File: config.mk
export PLATFORM = sky130hd
export DESIGN_NAME = pipeline_hazard_ctrl
export DESIGN_NICKNAME = d
export VERILOG_FILES = /design/src/rtl/pipeline_hazard_ctrl_pkg.sv /design/src/rtl/pipeline_hazard_ctrl_sat_counter16.sv /design/src/rtl/pipeline_hazard_ctrl.sv
export SDC_FILE = /design/constraint.sdc
export NUM_CORES = 1
export LEC_CHECK = 0
export BUFFER_PORTS_ARGS = -buffer_cell sky130_fd_sc_hd__buf_2
export CORE_AREA = 5 5 63 65
export DETAILED_ROUTE_END_ITERATION = 7
export DIE_AREA = 0 0 68 70
export PLACE_DENSITY = 0.93
export SLEW_MARGIN = 25
export SYNTH_ARGS = -nofsm -noshare
export SYNTH_HDL_FRONTEND = slang
export SYNTH_SLANG_ARGS = --single-unit
File: constraint.sdc
create_clock -name clk -period 6.7 [get_ports clk]
set_clock_uncertainty 0.2 [all_clocks]
set_input_delay 1.005 -clock clk [delete_from_list [all_inputs] [get_ports clk]]
set_output_delay 1.005 -clock clk [all_outputs]
set_load 0.02 [all_outputs]
File: src/rtl/pipeline_hazard_ctrl_pkg.sv
// Shared constants for hazard control: register-index width, FSM state codes, control bundle.
package pipeline_hazard_ctrl_pkg;

   localparam int unsigned REG_IDX_W = 3;
   localparam int unsigned STATE_W   = 2;
   localparam int unsigned CNT_W     = 16;

   localparam logic [STATE_W-1:0] ST_RUN      = 2'd0;
   localparam logic [STATE_W-1:0] ST_MEM_WAIT = 2'd1;
   localparam logic [STATE_W-1:0] ST_FLUSH    = 2'd2;

   typedef struct packed {
      logic stall_pc;
      logic stall_pr1;
      logic stall_pr2;
      logic stall_pr3;
      logic flush_pr1;
      logic bubble_pr2;
   } ctrl_t;

   localparam ctrl_t CTRL_IDLE     = '{default: 1'b0};
   localparam ctrl_t CTRL_MEM_HOLD = '{stall_pc: 1'b1, stall_pr1: 1'b1, stall_pr2: 1'b1,
                                       stall_pr3: 1'b1, flush_pr1: 1'b0, bubble_pr2: 1'b0};
   localparam ctrl_t CTRL_FLUSH    = '{stall_pc: 1'b0, stall_pr1: 1'b0, stall_pr2: 1'b0,
                                       stall_pr3: 1'b0, flush_pr1: 1'b1, bubble_pr2: 1'b1};
   localparam ctrl_t CTRL_LOAD_USE = '{stall_pc: 1'b1, stall_pr1: 1'b1, stall_pr2: 1'b0,
                                       stall_pr3: 1'b0, flush_pr1: 1'b0, bubble_pr2: 1'b1};

endpackage

File: src/rtl/pipeline_hazard_ctrl_sat_counter16.sv
// 16-bit event counter with synchronous clear that sticks at all-ones.
module sat_counter16
   import pipeline_hazard_ctrl_pkg::*;
(
   input  logic             clk,
   input  logic             clear,
   input  logic             en,
   output logic [CNT_W-1:0] count
);

   always_ff @(posedge clk) begin
      if (clear) begin
         count <= '0;
      end else if (en && (count != {CNT_W{1'b1}})) begin
         count <= count + CNT_W'(1);
      end
   end

endmodule

File: src/rtl/pipeline_hazard_ctrl.sv
// Stall/flush/bubble control for a 5-stage pipeline: load-use, memory wait and taken-branch
// handling with saturating stall and flush performance counters.
module pipeline_hazard_ctrl
   import pipeline_hazard_ctrl_pkg::*;
(
   input  logic                 clk,
   input  logic                 rst,
   input  logic [REG_IDX_W-1:0] ID_rs1,
   input  logic [REG_IDX_W-1:0] ID_rs2,
   input  logic                 ID_uses_rs1,
   input  logic                 ID_uses_rs2,
   input  logic                 PR2_MEM_read,
   input  logic                 PR2_RF_write_en,
   input  logic [REG_IDX_W-1:0] PR2_rd,
   input  logic                 EX_branch_taken,
   input  logic                 MEM_busy,
   output logic                 stall_PC,
   output logic                 stall_PR1,
   output logic                 stall_PR2,
   output logic                 stall_PR3,
   output logic                 flush_PR1,
   output logic                 bubble_PR2,
   output logic [CNT_W-1:0]     stall_cycles,
   output logic [CNT_W-1:0]     flush_count
);

   logic [STATE_W-1:0] state;
   logic [STATE_W-1:0] state_next;
   logic               pending_flush;
   logic               pending_flush_next;
   logic               hz;
   ctrl_t              ctrl;

   // Load in EX whose destination feeds a source the ID instruction actually reads.
   assign hz = PR2_MEM_read & PR2_RF_write_en &
               ((ID_uses_rs1 & (ID_rs1 == PR2_rd)) | (ID_uses_rs2 & (ID_rs2 == PR2_rd)));

   always_ff @(posedge clk) begin
      if (rst) begin
         state         <= ST_RUN;
         pending_flush <= 1'b0;
      end else begin
         state         <= state_next;
         pending_flush <= pending_flush_next;
      end
   end

   always_comb begin
      ctrl               = CTRL_IDLE;
      state_next         = state;
      pending_flush_next = pending_flush;
      if (!rst) begin
         case (state)
            ST_RUN: begin
               if (MEM_busy) begin
                  ctrl       = CTRL_MEM_HOLD;
                  state_next = ST_MEM_WAIT;
               end else if (EX_branch_taken) begin
                  ctrl       = CTRL_FLUSH;
                  state_next = ST_FLUSH;
               end else if (hz) begin
                  ctrl       = CTRL_LOAD_USE;
               end
            end
            ST_MEM_WAIT: begin
               if (MEM_busy) begin
                  ctrl = CTRL_MEM_HOLD;
                  if (EX_branch_taken) begin
                     pending_flush_next = 1'b1;
                  end
               end else if (pending_flush || EX_branch_taken) begin
                  ctrl               = CTRL_FLUSH;
                  pending_flush_next = 1'b0;
                  state_next         = ST_FLUSH;
               end else begin
                  if (hz) begin
                     ctrl = CTRL_LOAD_USE;
                  end
                  state_next = ST_RUN;
               end
            end
            ST_FLUSH: begin
               // ID holds a flushed NOP here, so a hazard match is meaningless.
               if (MEM_busy) begin
                  ctrl       = CTRL_MEM_HOLD;
                  state_next = ST_MEM_WAIT;
               end else if (EX_branch_taken) begin
                  ctrl       = CTRL_FLUSH;
               end else begin
                  state_next = ST_RUN;
               end
            end
            default: begin
               state_next = ST_RUN;
            end
         endcase
      end
   end

   assign stall_PC   = ctrl.stall_pc;
   assign stall_PR1  = ctrl.stall_pr1;
   assign stall_PR2  = ctrl.stall_pr2;
   assign stall_PR3  = ctrl.stall_pr3;
   assign flush_PR1  = ctrl.flush_pr1;
   assign bubble_PR2 = ctrl.bubble_pr2;

   sat_counter16 u_stall_cnt (
      .clk   (clk),
      .clear (rst),
      .en    (ctrl.stall_pc),
      .count (stall_cycles)
   );

   sat_counter16 u_flush_cnt (
      .clk   (clk),
      .clear (rst),
      .en    (ctrl.flush_pr1),
      .count (flush_count)
   );

endmodule

### Word-level counts from Yosys, hierarchy flattened

Cells that the tools add are included.

| word-level totals | value |
|---|---|
| logic and storage cells | 47 |
| output and inout bits | 38 |
| register bits after elaboration | 35 |

| cells by class | value |
|---|---|
| reduce and logical (&&, ||, !) cells | 7 |
| add/subtract/negate cells | 2 |
| multiplexer cells | 19 |
| bitwise operators | 5 |
| equal/unequal tests | 10 |

Operators by type and width:

| operator | count |
|---|---|
| two-way mux 6 bit | 7 |
| adder 16 x 1 -> 16 bit (second input constant) | 2 |
| inequality test 16 bit (second input constant) | 2 |
| one-hot mux 6 bit (3 select lines) | 1 |
| two-way mux 2 bit | 7 |
| equality test 3 bit | 2 |
| inequality test 3 bit (second input constant) | 2 |
| one-hot mux 2 bit (3 select lines) | 1 |
| AND reduction 3 bit | 2 |
| bitwise AND 1 bit | 4 |
| inequality test 2 bit (second input constant) | 2 |
| two-way mux 1 bit | 3 |
| equality test 2 x 1 -> 1 bit (second input constant) | 1 |
| equality test 2 bit (second input constant) | 1 |
| logical AND 1 bit | 2 |
| zero test 2 bit | 1 |
| nonzero test 2 bit | 1 |
| logical OR 1 bit | 1 |
| OR 1 bit | 1 |

### Logic depth before layout (Yosys ltp)

Gate-level depths: netlist of the first run.

| depth | value |
|---|---|
| word-level depth | 10 |
| gate-level depth with buffers | 9 |
| depth with buffers taken out | 7 |

### Hierarchy

A second synthesis of the first run with hierarchy kept.

| second synthesis, totals | value |
|---|---|
| cells, all modules | 228 |
| area total of the unflattened synthesis | 1956.9 um^2 |

Modules (own cells, without submodules):

| module | cells each | area an instance (um^2) | times used |
|---|---|---|---|
| sat_counter16 | 99 | 848.3 | 2 |
| pipeline_hazard_ctrl | 30 | 260.2 | 1 |

### Worst setup path after synthesis of the first run

No wires, ideal clock.

| path | value |
|---|---|
| path kind | input to output |
| start point | input rst |
| end point | output bubble_PR2 |
| stages | 6 |
| buffers on the path | 2 |
| required time | 5.495 ns |
| arrival | 2.117 ns |
| path slack | 3.378 ns |
| path through | buf_6 -> a21o_1 -> or3_1 -> buf_2 -> inv_1 -> a31o_2 |

| on the way | value |
|---|---|
| longest elaborated chain between the ends | 1 |

Ends and longest elaborated chain:

| item | line | source |
|---|---|---|
| from (decl) | pipeline_hazard_ctrl.sv:7 | `input logic rst,` |
| two-way mux 6 bit | pipeline_hazard_ctrl.sv:52 | `if (!rst) begin` |
| to (decl) | pipeline_hazard_ctrl.sv:22 | `output logic bubble_PR2,` |

No other way between the ends.

### Worst setup path after layout of the first run

| path | value |
|---|---|
| start point | input rst |
| end point | output stall_PR1 |

| on the way | value |
|---|---|
| longest elaborated chain between the ends | 1 |

Ends and longest elaborated chain:

| item | line | source |
|---|---|---|
| two-way mux 6 bit | pipeline_hazard_ctrl.sv:52 |  |
| to (decl) | pipeline_hazard_ctrl.sv:18 | `output logic stall_PR1,` |

No other way between the ends.

==> summary.md, run 1 <==
| Metric | Value |
|---|---|
| Fin. Hold Viols | `0` |
| Core Area | `0.00328 mm^2` |
| Initial Util | `0.530` |
| WP data required | `5490 ps` |
| Max cap viols | `0` |
| Slowest cell delay on critical path | `approximately 430 ps` |
| Worst flop-to-flop path startpoint | `u_stall_cnt.count[6]` |
| Initial antenna violation count | `0` |
| Post-synth ARST share | `0` |
| Worst EP arrival | `~2400 ps` |
| Met3 wire len | `slightly above 200 um` |
| Top cell type's share of synthesized area | `0.403` |
| Grt total ovfl | `0` |
| Most frequent CP cell | `buf_2` |
| Worst Hold Launch | `u_stall_cnt.count[13]` |
| TritonRoute pass-1 iters | `4` |
| Routed wire length | `~3900 um` |
| Status | `complete, no violations` |
| DR vias/cell | `5.47` |
| Slowest CP cell | `nor4bb_1` |
| Die Wd | `~68 um` |
| Yosys cell types | `36` |
| Synth area leaders | `dfxtp_1 40%, xnor2_1 6.0%, nor2_1 5.2%` |
| #FFs+latches synth | `35` |
| Clock Path Buffers | `2` |
| Gpl congestion | `a little under 0.8` |
| Pwr dens | `about 180 mW/mm^2` |
| CTS tree | `yes` |
| Vias in the first global route | `~1.5k` |
| CP Class | `in -> out` |
| Final setup fails | `0` |
| Setup crit start kind | `input port` |
| Area leader, netlist | `dfxtp_1` |
| Worst slew pin tran | `slightly above 700 ps` |
| Via count | `between 1.5k and 2k` |
| # port buffers | `54` |
| Num CTS Buffers | `5` |
| Met2 WL | `approximately 1900 um` |
| Critical path origin | `rst` |
| # DRC | `0` |
| Synthesized area per cell | `slightly above 8 um^2` |
| Clk pin slew, worst setup/hold paths | `approximately 90 ps` |
| Skew-Pair Late Insertion Delay | `330 ps` |
| Reg2reg end | `u_stall_cnt.count[12]` |
| Path depth of the worst reg2reg path | `6` |
| Iteration-0 DRC Markers | `between 100 and 150` |
| Post-synthesis instance total | `approximately 210` |
| CP cell instances | `buf_2 > nor4bb_1 > nand3_1 > a21oi_1 > or2_2 > buf_2` |
| Post-synth EDFFs | `0` |
| Crit path to | `stall_PR1` |
| Detail Route Antenna Nets | `0` |
| Final setup TNS | `0 ps` |
| Setup Buffers After CTS | `0` |
| Post-Syn Nets | `between 200 and 250` |
| Post-DP HPWL | `2910 um` |
| RSZ-0062 raised after global routing | `false` |
| Flop2flop setup slack | `4130 ps` |
| Die Span Y | `70 um` |
| Row count | `21` |
| Post-synthesis sequential area ratio | `0.403` |
| Final period utilization | `0.538` |
| DIE AREA | `0.00476 mm^2` |
| CTS hold repair buffers | `0` |
| Min-Delay Path Class | `reg -> reg` |
| M1 WL | `approximately 1700 um` |
| GRT Total Usage | `0.165` |
| Post-layout util | `0.634` |
| H-tree depth | `2` |
| Proportion of layout cells with a drive suffix above 1 | `0.249` |
| Leak pwr | `~0.00087 uW` |
| Antenna diodes | `0` |
| Boundary pin count | `55` |
| WL/cell | `between 10 and 15 um` |
| Min cycle time layout | `between 3000 and 4000 ps` |
| CTS-repair resized insts | `0` |
| Layout Nets | `between 200 and 300` |
| Ys flop type | `dfxtp_1` |
| Pins Over Slew Limit | `0` |
| Pin count of the biggest net entering global routing | `37` |
| Crit-path max FO | `36` |
| Crit path capture type | `output pin` |
| Yosys warning count | `0` |
| Post-synth top cells | `35 x dfxtp_1, 24 x nor2_1, 17 x a21oi_1, 13 x nand4_1` |
| Maximum clock frequency | `about 280 MHz` |
| Num Clock Sinks | `35` |
| Peak VDD IR | `slightly above 100 uV` |
| Root Buffer | `clkbuf_4` |
| Relative slew slack | `0.511` |
| Top layer in use | `met4` |
| Global-route wire length before repair | `between 6000 and 7000 um` |
| Synthesis-to-finish area growth | `19.8%` |
| Count leader, synth | `dfxtp_1` |
| Post-Synthesis Cell Area | `0.00174 mm^2` |
[flip-flops by register name, summed over array words and instances (netlist names)]
| name | flops |
|---|---|
| u_flush_cnt.count | 16 |
| state | 2 |
| u_stall_cnt.count | 16 |
| pending_flush | 1 |
[area by class of cell]
class / instances / area (um^2)
fillers: 286 / 1200
well taps: 46 / 57.6
inverters: 8 / 30.0
repair buffers: 54 / 270
flip-flops and latches: 35 / 701
clock buffers: 8 / 68.8
multi-input cells: 160 / 956
[stage by stage]
stage          cell area [um^2]  power [uW]  setup WS, ps  hold WS (ps)  std cells
2_1_floorplan              1740         239          3380           303        213
3_3_place_gp               2010         248          3130           294        303
3_5_place_dp               2010         249          3100           298        303
4_1_cts                    2080         375          3100           311        311
5_1_grt                    2080         389          2980           340        311
6_report                   2080         371          3100           308        311
[layer usage]
| layer | track usage | up-vias |
|---|---|---|
| li1 | - | 859 |
| met1 | 0.200 | 783 |
| met2 | 0.274 | 49 |
| met3 | 0.0417 | 9 |
| met4 | 0.0596 | 0 |
| met5 | 0 | - |
[worst min path at each step]
stage               depth (start not counted)               endpoint  slack, ps
floorplan                                   2          pending_flush        300
global placement                            2  u_stall_cnt.count[13]        290
detailed placement                          2  u_stall_cnt.count[13]        300
CTS                                         2  u_stall_cnt.count[13]        310
global route                                2  u_flush_cnt.count[15]        340
finish                                      2  u_stall_cnt.count[13]        310
[cells by family (layout without fill, tap and decap cells)]
group,after synthesis,after routing,synth area share
compound gates,40,40,0.125
xor+xnor,20,20,0.101
fa+ha+maj,2,2,0.0144
buf+inv,18,70,0.0489
flops,35,35,0.403
mux,2,2,0.0122
simple gates,96,96,0.296
[worst max-delay path: cells and delay by family]
family          cells  cell delay [ps]
simple gates        3              760
buf+inv             2              470
compound gates      1              150
[power breakdown]
group          internal (uW)  switching (uW)
combinational           12.5            18.9
clock                   61.7            65.2
sequential               210            2.71
[placed cells by master, fill, tap and decap left out, types with 2 or more instances in the layout]
cell	n
clkbuf_8	2
o31ai_1	3
or4_1	3
xnor2_1	12
nor2b_1	3
nand2_1	11
nand4_1	13
a21oi_1	17
inv_1	8
and3_1	5
clkbuf_4	5
or3_1	12
o21ai_0	12
ha_1	2
nor3_1	5
buf_2	54
xor2_1	8
nand3_1	11
o21ai_1	4
dfxtp_1	35
nor2_1	23
nor4_1	2
(Power assumes the default switching activity.)
==> run 2: changes to the inputs <==
--- a/config.mk
+++ b/config.mk
@@ -6,10 +6,10 @@
 export NUM_CORES = 1
 export LEC_CHECK = 0
 export BUFFER_PORTS_ARGS = -buffer_cell sky130_fd_sc_hd__buf_2
-export CORE_AREA = 5 5 63 65
+export CORE_AREA = 5 5 69 71
 export DETAILED_ROUTE_END_ITERATION = 7
-export DIE_AREA = 0 0 68 70
-export PLACE_DENSITY = 0.93
+export DIE_AREA = 0 0 74 76
+export PLACE_DENSITY = 0.83
 export SLEW_MARGIN = 25
 export SYNTH_ARGS = -nofsm -noshare
 export SYNTH_HDL_FRONTEND = slang
==> constraint.sdc (replaced) <==
create_clock -name clk -period 3.12 [get_ports clk]
set_clock_uncertainty 0.2 [all_clocks]
set_input_delay 0.468 -clock clk [delete_from_list [all_inputs] [get_ports clk]]
set_output_delay 0.468 -clock clk [all_outputs]
set_load 0.02 [all_outputs]
==> run 2 against run 1 <==
Net effect: clock-buffer cell count down 2; non-clock buffer count is 2 higher; critical path type is now reg -> reg; cell count increased by 2.6%; utilization decreased by 12 points; via count is 1.9% lower; setup slack got worse by 2500 ps; die area increased by 18%; sequential power is 110% higher.
==> summary.md, run 2 (same netlist as run 1, synthesis figures left out) <==
| Metric | Value |
|---|---|
| Worst EP arrival | `roughly 2500 ps` |
| Area after DPL | `0.00203 mm^2` |
| Via count | `1,668` |
| Global-route wire length before repair | `slightly below 7000 um` |
| Slowest CP cell | `nor2_2` |
| Vias in the first global route | `around 1.5k` |
| Peak VDD IR | `around 300 uV` |
| Die Wd | `roughly 74 um` |
| Die Span Y | `roughly 76 um` |
| Detail Route Antenna Nets | `0` |
| Maximum clock frequency | `between 300 and 400 MHz` |
| CP Class | `reg -> reg` |
| Initial antenna violation count | `0` |
| Slowest cell delay on critical path | `approximately 580 ps` |
| Gpl congestion | `about 0.80` |
| Worst Path Buf+Inv | `0` |
| Hold worst-path end | `state[0]` |
| Boundary pin count | `55` |
| CTS-repair resized insts | `0` |
| # port buffers | `between 50 and 60` |
| Routed wire length | `slightly above 4000 um` |
| Synthesis-to-finish area growth | `23.9%` |
| Post-layout util | `0.516` |
| TritonRoute pass-1 iters | `4` |
| Num CTS Buffers | `5` |
| Layout Nets | `285` |
| CTS tree | `yes` |
| Skew-Pair Late Insertion Delay | `280 ps` |
| RSZ-0062 raised after global routing | `false` |
| Antenna diodes | `0` |
| Initial Util | `0.417` |
| Proportion of layout cells with a drive suffix above 1 | `0.258` |
| Worst slew pin tran | `between 700 and 800 ps` |
| Pins Over Slew Limit | `0` |
| Setup crit start kind | `register` |
| Reg2reg end | `u_stall_cnt.count[12]` |
| Worst Hold Launch | `MEM_busy` |
| Fin. Hold Viols | `0` |
| CP cell instances | `ha_1 > nand4_1 > nor4_1 > a211oi_1 > nor2_2 > nor3_1 > mux2_2` |
| Commonest non-fill, non-tap cells in the layout | `54 x buf_2, 35 x dfxtp_1, 23 x nor2_1, 17 x a21oi_1, 13 x nand4_1` |
| Final setup TNS | `0 ps` |
| Pwr dens | `around 440 mW/mm^2` |
| Flop2flop setup slack | `just over 600 ps` |
| Final instance area | `roughly 0.0022 mm^2` |
| Max cap viols | `0` |
| Crit path capture type | `register` |
| Root Buffer | `clkbuf_8` |
| Largest regs | `u_flush_cnt.count x16, u_stall_cnt.count x16, state x2` |
| Pin count of the biggest net entering global routing | `22` |
| WHS | `roughly 280 ps` |
| Clock Path Buffers | `2` |
| Hold Crit Depth | `3` |
| WL/cell | `between 10 and 15 um` |
| Most common cell after layout, fill and taps aside | `buf_2` |
| Min cycle time layout | `2500 ps` |
| GRT Total Usage | `0.148` |
| Setup Buffers After CTS | `0` |
| Final setup fails | `0` |
| DIE AREA | `around 0.0056 mm^2` |
| Row count | `24` |
| Clk pin slew, worst setup/hold paths | `~70 ps` |
| Worst flop-to-flop path startpoint | `u_stall_cnt.count[0]` |
| Min-Delay Path Class | `in -> reg` |
| Num Clock Sinks | `35` |
| H-tree depth | `2` |
| Top delay family on crit path | `simple AND/OR/NAND/NOR gates` |
| Post-DP HPWL | `about 3000 um` |
| CTS hold repair buffers | `0` |
| Path depth of the worst reg2reg path | `7` |
| WP data required | `between 3000 and 4000 ps` |
| Crit-path max FO | `21` |
| Final period utilization | `0.803` |
| Leak pwr | `roughly 0.00090 uW` |
| Iteration-0 DRC Markers | `between 100 and 150` |
| DR vias/cell | `roughly 5.2` |
| Status | `complete, no violations` |
| Core Area | `0.00417 mm^2` |
| # DRC | `0` |
| Grt total ovfl | `0` |
| Relative slew slack | `0.505` |
[run 2: per-layer routing]
| layer | GRT usage | wire length (um) | share of wire |
|---|---|---|---|
| met1 | 0.189 | 1820 | 0.45 |
| met5 | 0 | 0 | 0 |
| met4 | 0.0616 | 76 | 0.019 |
| met2 | 0.238 | 1970 | 0.48 |
| met3 | 0.0290 | 201 | 0.049 |
[run 2: worst register-to-register path: cells and delay by family (launching register included)]
family	cells	cell delay [ps]
simple gates	4	1120
mux	1	290
compound gates	1	140
flops	1	420
fa+ha+maj	1	240
[run 2: worst max path at each step]
stage                     depth (start not counted)  slack, ps                    end                 start
after floorplan                                   8        560  u_flush_cnt.count[15]                   rst
after global placement                            6        400   u_flush_cnt.count[9]                   rst
after detailed placement                          7        310  u_stall_cnt.count[12]                   rst
after CTS                                         7        330  u_stall_cnt.count[12]  u_stall_cnt.count[0]
after global routing                              6        360  u_stall_cnt.count[12]  u_stall_cnt.count[6]
final                                             7        620  u_stall_cnt.count[12]  u_stall_cnt.count[0]
[run 2: final cells by class]
cell class	count	area, um^2
timing repair buffer	56	285
inverter	8	30.0
multi-input combinational	160	956
clock buffer	6	82.6
tap	52	65.1
fill	397	2020
sequential	35	701
clock inverter	2	35.0
[run 2: through the flow]
step	power, uW	instances	setup WS [ps]
finish	946	319	615
global route	983	319	355
CTS	955	319	330
detailed placement	536	311	307
global placement	535	311	398
floorplan	513	213	555
[run 2: power breakdown]
part	internal (uW)	switching, uW
Sequential	451	5.58
Clock	259	162
Combinational	28.2	41.1
==> run 3: changes to the inputs <==
==> constraint.sdc (replaced) <==
create_clock -name clk -period 2.3 [get_ports clk]
set_clock_uncertainty 0.2 [all_clocks]
set_input_delay 0.345 -clock clk [delete_from_list [all_inputs] [get_ports clk]]
set_output_delay 0.345 -clock clk [all_outputs]
set_load 0.02 [all_outputs]
==> run 3 against run 2 <==
Net effect: sequential share of layout area down 3.3 points; clock-buffer cell count unchanged; flip-flop and latch count unchanged; largest cell class unchanged; setup slack worse by 520 ps; register-to-register slack lost 500 ps; combinational power up 73%; largest power group unchanged; critical endpoint is now bubble_PR2.
==> summary.md, run 3 (same netlist as run 1, synthesis figures left out) <==
| Metric | Value |
|---|---|
| Status | `complete, no violations` |
| Skew-Pair Late Insertion Delay | `290 ps` |
| Root Buffer | `clkbuf_8` |
| # DRC | `0` |
| Area after DPL | `about 0.0022 mm^2` |
| CTS hold repair buffers | `0` |
| WL/cell | `about 13 um` |
| Grt total ovfl | `0` |
| Sw frac | `0.226` |
| Setup slack at placement | `-148 ps` |
| Placed cell count | `approximately 340` |
| Most common cell after layout, fill and taps aside | `buf_2` |
| Fin. Hold Viols | `0` |
| Max cap viols | `0` |
| Final setup fails | `0` |
| Gate power share | `0.091` |
| Initial Util | `0.417` |
| WP data required | `around 1800 ps` |
| Core Area | `0.00417 mm^2` |
| Peak VDD IR | `between 300 and 400 uV` |
| Final period utilization | `0.960` |
| Leak pwr | `0.00105 uW` |
| DR vias/cell | `5.38` |
| CTS tree | `yes` |
| Layout Nets | `312` |
| Final instance area | `about 0.0024 mm^2` |
| CP cell instances | `a21o_1 > or3_4 > buf_6 > inv_1 > a31o_2 > buf_4` |
| Net Sw Power | `just under 300 uW` |
| Relative slew slack | `0.775` |
| Num CTS Buffers | `5` |
| Die Wd | `between 70 and 80 um` |
| Final std cells w/o fill | `346` |
| Boundary pin count | `55` |
| Worst EP arrival | `between 1500 and 2000 ps` |
| Iteration-0 DRC Markers | `83` |
| Crit-path max FO | `6` |
| Setup crit start kind | `register` |
| Crit path capture type | `output pin` |
| GRT Total Usage | `0.165` |
| Via count | `approximately 1.9k` |
| Proportion of layout cells with a drive suffix above 1 | `0.361` |
| Clock Path Buffers | `2` |
| Cell-internal power | `between 1000 and 1500 uW` |
| Num Clock Sinks | `35` |
| TritonRoute pass-1 iters | `4` |
| Row count | `24` |
| Flop2flop setup slack | `120 ps` |
| Slowest CP cell | `or3_4` |
| Gpl congestion | `0.836` |
| Synthesis-to-finish area growth | `39.0%` |
| Worst slew pin tran | `334 ps` |
| Antenna diodes | `0` |
| Pwr dens | `approximately 540 mW/mm^2` |
| Final WS setup | `slightly above 90 ps` |
| Clock power share | `0.439` |
| Filler Cells Inserted | `between 300 and 400` |
| Global-route wire length before repair | `around 7500 um` |
| Post-DP HPWL | `~3300 um` |
| Routed wire length | `4520 um` |
| Min-Delay Path Class | `in -> reg` |
| Vias in the first global route | `~1.7k` |
| H-tree depth | `2` |
| Final setup TNS | `0 ps` |
| Pins Over Slew Limit | `0` |
| # port buffers | `54` |
| Detail Route Antenna Nets | `0` |
| Sequential power share | `0.470` |
| Initial antenna violation count | `0` |
| Clk pin slew, worst setup/hold paths | `approximately 70 ps` |
| Slowest cell delay on critical path | `roughly 400 ps` |
| Commonest non-fill, non-tap cells in the layout | `53 x buf_2, 32 x dfxtp_1, 29 x buf_4, 23 x nor2_1, 17 x a21oi_1` |
| Min cycle time layout | `between 2000 and 2500 ps` |
| CP Class | `reg -> out` |
| RSZ-0062 raised after global routing | `false` |
| Largest regs | `u_flush_cnt.count x16, u_stall_cnt.count x16, state x2` |
| DIE AREA | `0.00562 mm^2` |
| Maximum clock frequency | `453 MHz` |
| Pin count of the biggest net entering global routing | `21` |
| Die Span Y | `~76 um` |
## run 3: timing repair
action                     in CTS  in global routing
resized for setup               2                 13
setup endpoints to repair       9                 20
setup buffers                   0                  1
pin swaps                       0                  3
## run 3: per-layer routing
| layer | up-vias | wire length [um] | track usage | part of all wire |
|---|---|---|---|---|
| met4 | 0 | 93 | 0.0761 | 0.021 |
| met2 | 52 | 2240 | 0.273 | 0.49 |
| met5 | - | 0 | 0 | 0 |
| met1 | 879 | 1910 | 0.194 | 0.42 |
| li1 | 920 | - | - | - |
| met3 | 9 | 276 | 0.0409 | 0.061 |
## run 3: critical path, delay by kind of cell, from the launching register on
kind	cells	cell delay, ps
flops	1	360
buf+inv	3	330
simple gates	1	400
compound gates	2	280
## run 3: worst paths after layout
| kind | end | cells after the start | startpoint |
|---|---|---|---|
| worst max-delay path | bubble_PR2 | 6 | state[0] |
| worst min-delay path | state[0] | 3 | MEM_busy |
| worst max register to register | u_flush_cnt.count[15] | 7 | u_flush_cnt.count[0] |
| worst min register to register | u_stall_cnt.count[13] | 2 | u_stall_cnt.count[13] |
## run 3: per-stage QoR
step	utilization	power (uW)	hold slack [ps]
after floorplan	-	697	297
after global placement	0.535	741	295
after detailed placement	0.535	743	302
after CTS	0.566	1320	152
after global routing	0.579	1370	140
final	0.579	1310	152
## run 3: power by group through the flow
stage / sequential [uW] / clock, uW / combinational [uW]
6_report: 618 / 577 / 120
5_1_grt: 618 / 618 / 130
4_1_cts: 617 / 588 / 114
3_5_place_dp: 631 / 0 / 112
3_3_place_gp: 631 / 0 / 109
2_1_floorplan: 637 / 0 / 60.2
## run 3: layout make-up
type,instances,area [um^2],area share
sequential,35,707,0.292
multi-input combinational,160,1000,0.415
inverter,8,30.0,0.0124
timing repair buffer,83,494,0.204
tap,52,65.1,0.0269
clock buffer,6,82.6,0.0342
clock inverter,2,35.0,0.0145
